===== src/rtl/m92_int_sources.sv =====
// Interrupt source generator: vblank, raster compare, sprite-DMA complete and
// sound reply events, stretched to PULSE_LEN ce cycles on the intp lines.
module m92_int_sources #(
  parameter logic [8:0]  VBL_LINE   = 9'd248,
  parameter logic [9:0]  HINT_POS   = 10'd0,
  parameter int unsigned PULSE_LEN  = 4,
  parameter logic [15:0] DMA_CYCLES = 16'd1024
) (
  input  logic       clk,
  input  logic       reset,
  input  logic       ce,
  input  logic [8:0] vcount,
  input  logic [9:0] hcount,
  input  logic       cs,
  input  logic       wr,
  input  logic       a0,
  input  logic [7:0] din,
  input  logic       dma_start,
  output logic       dma_busy,
  input  logic       snd_reply_wr,
  input  logic       snd_reply_rd,
  output logic [7:0] intp,
  output logic       dma_state_o
);

  localparam int CW = $clog2(PULSE_LEN + 1);

  typedef enum logic {
    DMA_IDLE = 1'b0,
    DMA_RUN  = 1'b1
  } dma_state_t;

  dma_state_t    state_q, state_d;
  logic [15:0]   dcnt_q, dcnt_d;
  logic [8:0]    line_q, line_d;
  logic          en_q, en_d;
  logic          snd_q, snd_d;
  logic [CW-1:0] cnt_q [3];
  logic [CW-1:0] cnt_d [3];
  logic [2:0]    pulse_q, pulse_d;

  logic       hit_pos;
  logic       vbl_trig;
  logic       ras_trig;
  logic       dma_trig;
  logic [2:0] trig;

  // Line events compare against the raster register as it stood before any
  // write in this same ce cycle.
  assign hit_pos  = (hcount == HINT_POS);
  assign vbl_trig = hit_pos && (vcount == VBL_LINE);
  assign ras_trig = hit_pos && en_q && (vcount == line_q);
  assign trig     = {ras_trig, dma_trig, vbl_trig};

  always_comb begin
    state_d  = state_q;
    dcnt_d   = dcnt_q;
    dma_trig = 1'b0;
    case (state_q)
      DMA_IDLE: begin
        if (dma_start) begin
          dcnt_d  = DMA_CYCLES - 16'd1;
          state_d = DMA_RUN;
        end
      end
      DMA_RUN: begin
        if (dcnt_q == 16'd0) begin
          dma_trig = 1'b1;
          state_d  = DMA_IDLE;
        end else begin
          dcnt_d = dcnt_q - 16'd1;
        end
      end
      default: state_d = DMA_IDLE;
    endcase
  end

  // The pulse bit is registered alongside its counter, so it is high exactly
  // when the next counter value is nonzero; a retrigger leaves no low gap.
  always_comb begin
    pulse_d = 3'b000;
    for (int n = 0; n < 3; n++) begin
      cnt_d[n] = cnt_q[n];
      if (trig[n]) begin
        cnt_d[n] = CW'(PULSE_LEN);
      end else if (cnt_q[n] != '0) begin
        cnt_d[n] = cnt_q[n] - CW'(1);
      end
      pulse_d[n] = trig[n] || (cnt_q[n] > CW'(1));
    end
  end

  always_comb begin
    line_d = line_q;
    en_d   = en_q;
    if (cs && wr) begin
      if (!a0) begin
        line_d[7:0] = din;
      end else begin
        line_d[8] = din[0];
        en_d      = din[7];
      end
    end
    snd_d = snd_q;
    if (snd_reply_wr) begin
      snd_d = 1'b1;
    end else if (snd_reply_rd) begin
      snd_d = 1'b0;
    end
  end

  always_ff @(posedge clk or posedge reset) begin
    if (reset) begin
      state_q <= DMA_IDLE;
      dcnt_q  <= 16'd0;
      line_q  <= 9'd0;
      en_q    <= 1'b0;
      snd_q   <= 1'b0;
      pulse_q <= 3'b000;
      for (int n = 0; n < 3; n++) begin
        cnt_q[n] <= '0;
      end
    end else if (ce) begin
      state_q <= state_d;
      dcnt_q  <= dcnt_d;
      line_q  <= line_d;
      en_q    <= en_d;
      snd_q   <= snd_d;
      pulse_q <= pulse_d;
      for (int n = 0; n < 3; n++) begin
        cnt_q[n] <= cnt_d[n];
      end
    end
  end

  assign dma_busy    = (state_q == DMA_RUN);
  assign dma_state_o = state_q;
  assign intp        = {4'b0000, snd_q, pulse_q};

endmodule


===== config.mk =====
export PLATFORM = sky130hd
export DESIGN_NAME = m92_int_sources
export DESIGN_NICKNAME = d
export VERILOG_FILES = /design/src/rtl/m92_int_sources.sv
export SDC_FILE = /design/constraint.sdc
export NUM_CORES = 1
export LEC_CHECK = 0
export BUFFER_PORTS_ARGS = -buffer_cell sky130_fd_sc_hd__buf_2
export CORE_MARGIN = 2
export CORE_UTILIZATION = 30
export DETAILED_ROUTE_END_ITERATION = 7
export SLEW_MARGIN = 20
export SYNTH_ARGS = -nofsm -noshare
export SYNTH_HDL_FRONTEND = slang
export SYNTH_SLANG_ARGS = --single-unit

===== constraint.sdc =====
create_clock -name clk -period 3.15 [get_ports clk]
set_input_delay 0.4725 -clock clk [delete_from_list [all_inputs] [get_ports clk]]
set_output_delay 0.4725 -clock clk [all_outputs]
set_load 0.005 [all_outputs]

# Yosys cells after proc, flatten, opt, wreduce, memory -nomap -nowiden
# Cells that the tools add are included.
op_classes:
  add_sub_neg: 4
  order_cmp: 3
  eq_ne: 4
  muxes: 16
  bitwise: 2
  n_reduce_logical: 23
op_table:
  columns: ["operator", "count"]
  rows:
  - ["16-bit 2-to-1 mux", 2]
  - ["16-bit one-hot mux with 2 select lines", 1]
  - ["3-bit 2-to-1 mux", 6]
  - ["16-bit zero test", 1]
  - ["16-bit by 1-bit subtractor with 16-bit output (second input constant)", 1]
  - ["10-bit zero test", 1]
  - ["9-bit by 8-bit == test with 1-bit output (second input constant)", 1]
  - ["9-bit == test", 1]
  - ["3-bit by 1-bit > comparator with 1-bit output (second input constant)", 3]
  - ["3-bit AND reduction", 3]
  - ["3-bit nonzero test", 3]
  - ["3-bit by 1-bit subtractor with 3-bit output (second input constant)", 3]
  - ["2-bit AND reduction", 4]
  - ["2-bit nonzero test", 4]
  - ["1-bit 2-to-1 mux", 6]
  - ["1-bit logical AND", 4]
  - ["2-bit != test (second input constant)", 2]
  - ["1-bit logical OR", 3]
  - ["1-bit NOT", 2]
  - ["1-bit one-hot mux with 2 select lines", 1]
word_totals:
  register_bits: 40
  in_bits: 36
  out_inout_bits: 10
  wordCells: 62

# Longest topological paths before layout
depth:
  word_depth: 5
  ltp_mapped: 7
  depth_no_buf: 7

# Least setup slack after synthesis
# No wires, ideal clock.
synth_timing:
  path_kind: "register -> register"
  from: "register dcnt_q[12]"
  to: "register dcnt_q[9]"
  setup_time_ns: 0.131
  arrival_time_ns: 1.720
  t_required_ns: 3.019
  setup_slack_ns: 1.298
  path_stages_with_launch: 6
  n_path_buf: 0
  synth_period_minus_slack_ns: 1.852
  cell_sequence: "dfrtp_1 > or3_4 > or3_4 > o21ai_4 > nor4_1 > or3_1"
synth_between:
  elab_chain_cells: 3
synth_lines:
  columns: ["element", "line_no", "source"]
  rows:
  - ["start, declared", "34", "logic [15:0] dcnt_q, dcnt_d;"]
  - ["start signal, assigned", "125", "dcnt_q <= dcnt_d;"]
  - ["16-bit zero test", "67", "if (dcnt_q == 16'd0) begin"]
  - ["2-bit != test (no line)", null, null]
  - ["3-bit AND reduction (no line)", null, null]
# Every way passes these cells.
# A chain may end at the register's enable or synchronous reset.

# Worst setup path in the final report
layout_timing:
  from: "register dcnt_q[0]"
  to: "register dcnt_q[13]"
layout_between:
  elab_chain_cells: 3
  word_cells_on_any_way: 6
  classes_between: "add/sub (1); eq/ne (1); mux (2); reduce/logical (2)"
layout_lines:
  columns: ["element", "line_no"]
  rows:
  - ["16-bit by 1-bit subtractor with 16-bit output or 16-bit zero test (tied branches)", "71, 67"]
  - ["16-bit 2-to-1 mux or 2-bit != test (tied branches)", null]
  - ["16-bit one-hot mux with 2 select lines or 3-bit AND reduction (tied branches)", null]
# Parallel ways exist; a longest one is shown, timed or not. The select of a mux whose other input is x is not followed.

==> results by group <==
Status
  – Run status: finished clean

Timing
  – Final max-slew violation count: 0
  – Setup violators final: 0
  – Clk_skew: between 0.005 and 0.006 ns
  – Slew margin rel.: around 43%
  – F_max: 0.471 GHz
  – Slew at the pin closest to its max-slew limit: about 0.86 ns
  – Unrepaired setup endpoints after global routing: false
  – Final Worst Setup Slack: between 1 and 1.5 ns
  – Hold WS: 0.335 ns
  – Final Critical Period: between 2 and 2.5 ns
  – Endpoints failing hold: 0
  – Final setup TNS: 0 ns
  – Tcrit/Tclk final: a little under 70%

Logic synthesis
  – Synth Instances: roughly 240
  – XOR/XNOR Fraction of Synth Area: around 4.6%
  – Mapped Avg Cell Area: slightly below 10 um2
  – Top cell type's share of synthesized area: around 44%
  – Netlist cell types: 43
  – Post-synth top area cell: dfrtp_1
  – Cell Area, Synth: roughly 2300 um2
  – Ranking of synthesized cells by area: dfrtp_1 44%, ha_1 5.5%, mux2_2 5.0%
  – Synth Area in Simple Gates: 22.4%
  – Post-synthesis adder-cell area fraction: under 10%
  – Synth Area in Compound Gates: 13.0%
  – Syn. warnings: 0
  – Register area share after synthesis: about 44%
  – Proportion of synthesized area in mux cells: 5.83%
  – Synthesis-stage register bit count: 40
  – Main combinational cell family by area after synthesis: simple AND/OR/NAND/NOR gates

Critical path
  – Critical path arrival: between 2 and 2.5 ns
  – CP Max Fanout: 9
  – Worst Path Class, Setup: register to register
  – Critical path startpoint category: register
  – Data required time of the worst path: 3.34 ns
  – Critical path endpoint category: register

Floorplanning
  – Top-Level Pins: 46
  – Die height: just over 90 um
  – Initial Util: a little under a third
  – DIE AREA: roughly 8300 um2
  – Core area: roughly 7300 um2
  – Row count: 31
  – DIE WIDTH: 91.1 um

Clocking
  – Clk_lat worst skew: around 0.3 ns
  – Post-CTS Repair Setup Buffers: 0
  – H-tree levels: 2
  – Clock transition at path regs: about 0.08 ns
  – Total CTS buffers: 5
  – Hold buffers post-CTS: 0
  – Post_cts resized: 0
  – CTS tree: built
  – Clock Tree Root: clkbuf_8
  – Bufs on Longest Clock Path: 2
  – Clk sinks: 40

Drt
  – Antenna-violating nets left: 0
  – # DRC: 0
  – Final WL: 4700 um
  – DRT iter0 DRCs: between 80 and 90
  – WL/cell: between 10 and 15 um
  – Detailed-route via count: ~1.8k
  – TritonRoute pass-1 iters: 4
  – Detail-routed via count per cell: slightly below 5

Cells and area
  – # diodes: 0
  – Most common cell after layout, fill and taps aside: buf_2
  – Nets@finish: between 300 and 400
  – Filler cells: 760
  – Share of cells above drive strength 1: about a quarter
  – Leading cell types in the layout, fill and taps excluded: 41 x buf_2, 40 x dfrtp_1, 27 x nand2_1
  – Area Overhead vs Synth: 16.9%
  – Design area: approximately 2700 um2

GRT
  – Grt ovf: 0
  – First-pass GRT wire length: roughly 8000 um
  – Initial antenna violation count: 0
  – Vias in the first global route: 1787
  – Largest net degree at the start of global routing: 22
  – Total GRT Usage: between 10% and 20%

Place
  – Cell Area, Placed: about 2600 um2
  – Port Buf Inserts: 41
  – DP HPWL: 3560 um
  – Pre-CTS setup slack: a little over 1 ns
  – GPL Wtd Cong: roughly 0.85

Power and ir drop
  – Total power: ~1600 uW
  – PwrDens: about 600 nW/um2
  – Static Leak: roughly 0.0012 uW
  – Peak supply drop: 0.170 mV

Job
  – Max-cap check violation count: 0

Min path
  – Worst hold path class: input pin to async pin
==> power by group <==
part / leakage [uW] / switching, uW / internal (uW)
sequential: 0.000464 / 113 / 646
clock: 0.0000479 / 188 / 154
combinational: 0.000650 / 250 / 253
total: 0.00116 / 552 / 1050
==> layout make-up <==
class | count | area (um2) | area share [%]
clock buffer | 5 | 68.8 | 2.59
clock inverter | 3 | 18.8 | 0.706
multi-input combinational | 178 | 1180 | 44.4
timing repair buffer | 44 | 228 | 8.56
inverter | 10 | 37.5 | 1.41
sequential | 40 | 1000 | 37.6
tap | 99 | 124 | 4.66
==> per-stage QoR <==
step | cells | util [%]
after floorplan | 239 | -
after global placement | 371 | 35.3
after detailed placement | 371 | 35.3
after CTS | 379 | 36.5
after global routing | 379 | 36.5
final | 379 | 36.5
==> Yosys cell counts <==
master and instances:
buf_2 1, clkbuf_1 4, o31a_1 2, nor4_1 4, or3_4 2, o21ai_0 8, o311a_1 1, mux2_2 10
a41oi_1 3, o31ai_1 2, or4_1 2, nor2_2 1, nand2_1 27, nand2b_1 6, o211ai_1 1, mux2i_1 2
o21a_1 2, inv_1 10, and4_1 1, nor4b_1 1, nand3_1 4, dfrtp_1 40, a31o_2 1, nor4_2 2
or3_1 2, nand4b_1 2, buf_4 6, o21ai_4 1, xor2_1 1, xnor2_1 11, a21o_1 6, o21ai_1 1
nor2_1 15, a31oi_1 1, nor3b_1 3, nor3_1 16, conb_1 1, nor2b_1 2, o41ai_1 1, ha_1 10
a21oi_1 13, nand4_1 6, a22o_1 1
==> final timing paths <==
check,from,to,slack (ns),cells past startpoint
max in group asynchronous,reset,cnt_q[7],2.13,3
worst min register to register,cnt_q[7],cnt_q[7],0.48,1
worst min-delay path,reset,dcnt_q[15],0.34,2
min in group clk,din[1],line_q[1],0.40,2
worst max register to register,dcnt_q[0],dcnt_q[13],1.02,7
worst max-delay path,dcnt_q[0],dcnt_q[13],1.02,7
==> cells by family (layout without fill, tap and decap cells) <==
logic type / after synthesis / count (layout)
other: 1 / 4
buffers and inverters: 21 / 62
muxes: 12 / 12
DFF: 40 / 40
AOI/OAI and AO/OA: 44 / 44
xor gates and xnor gates: 12 / 12
adders and majority gates: 10 / 10
and+or+nand+nor: 96 / 96
==> state kept, by name, summed over array words and instances (netlist names) <==
name,cells
cnt_q,9
dcnt_q,16
dma_busy,1
snd_q,1
line_q,9
pulse_q,3
en_q,1
==> critical path: stages, from the launching register on <==
cell,delay (ns)
dfrtp_1,0.39
inv_1,0.06
ha_1,0.21
nor2b_1,0.18
and4_1,0.25
a21oi_1,0.58
a21oi_1,0.13
a31o_2,0.24
==> routing by layer <==
layer  vias to the layer above  wire (um)  global-route usage [%]  share of wire, %
met3                         8        163                    2.57               3.5
met1                       884       2240                    14.3                48
li1                        920          -                       -                 -
met5                         -          0                       0                 0
met2                        32       2210                    19.7                47
met4                         0         89                    5.56               1.9
Power figures use the tool's default switching activity.
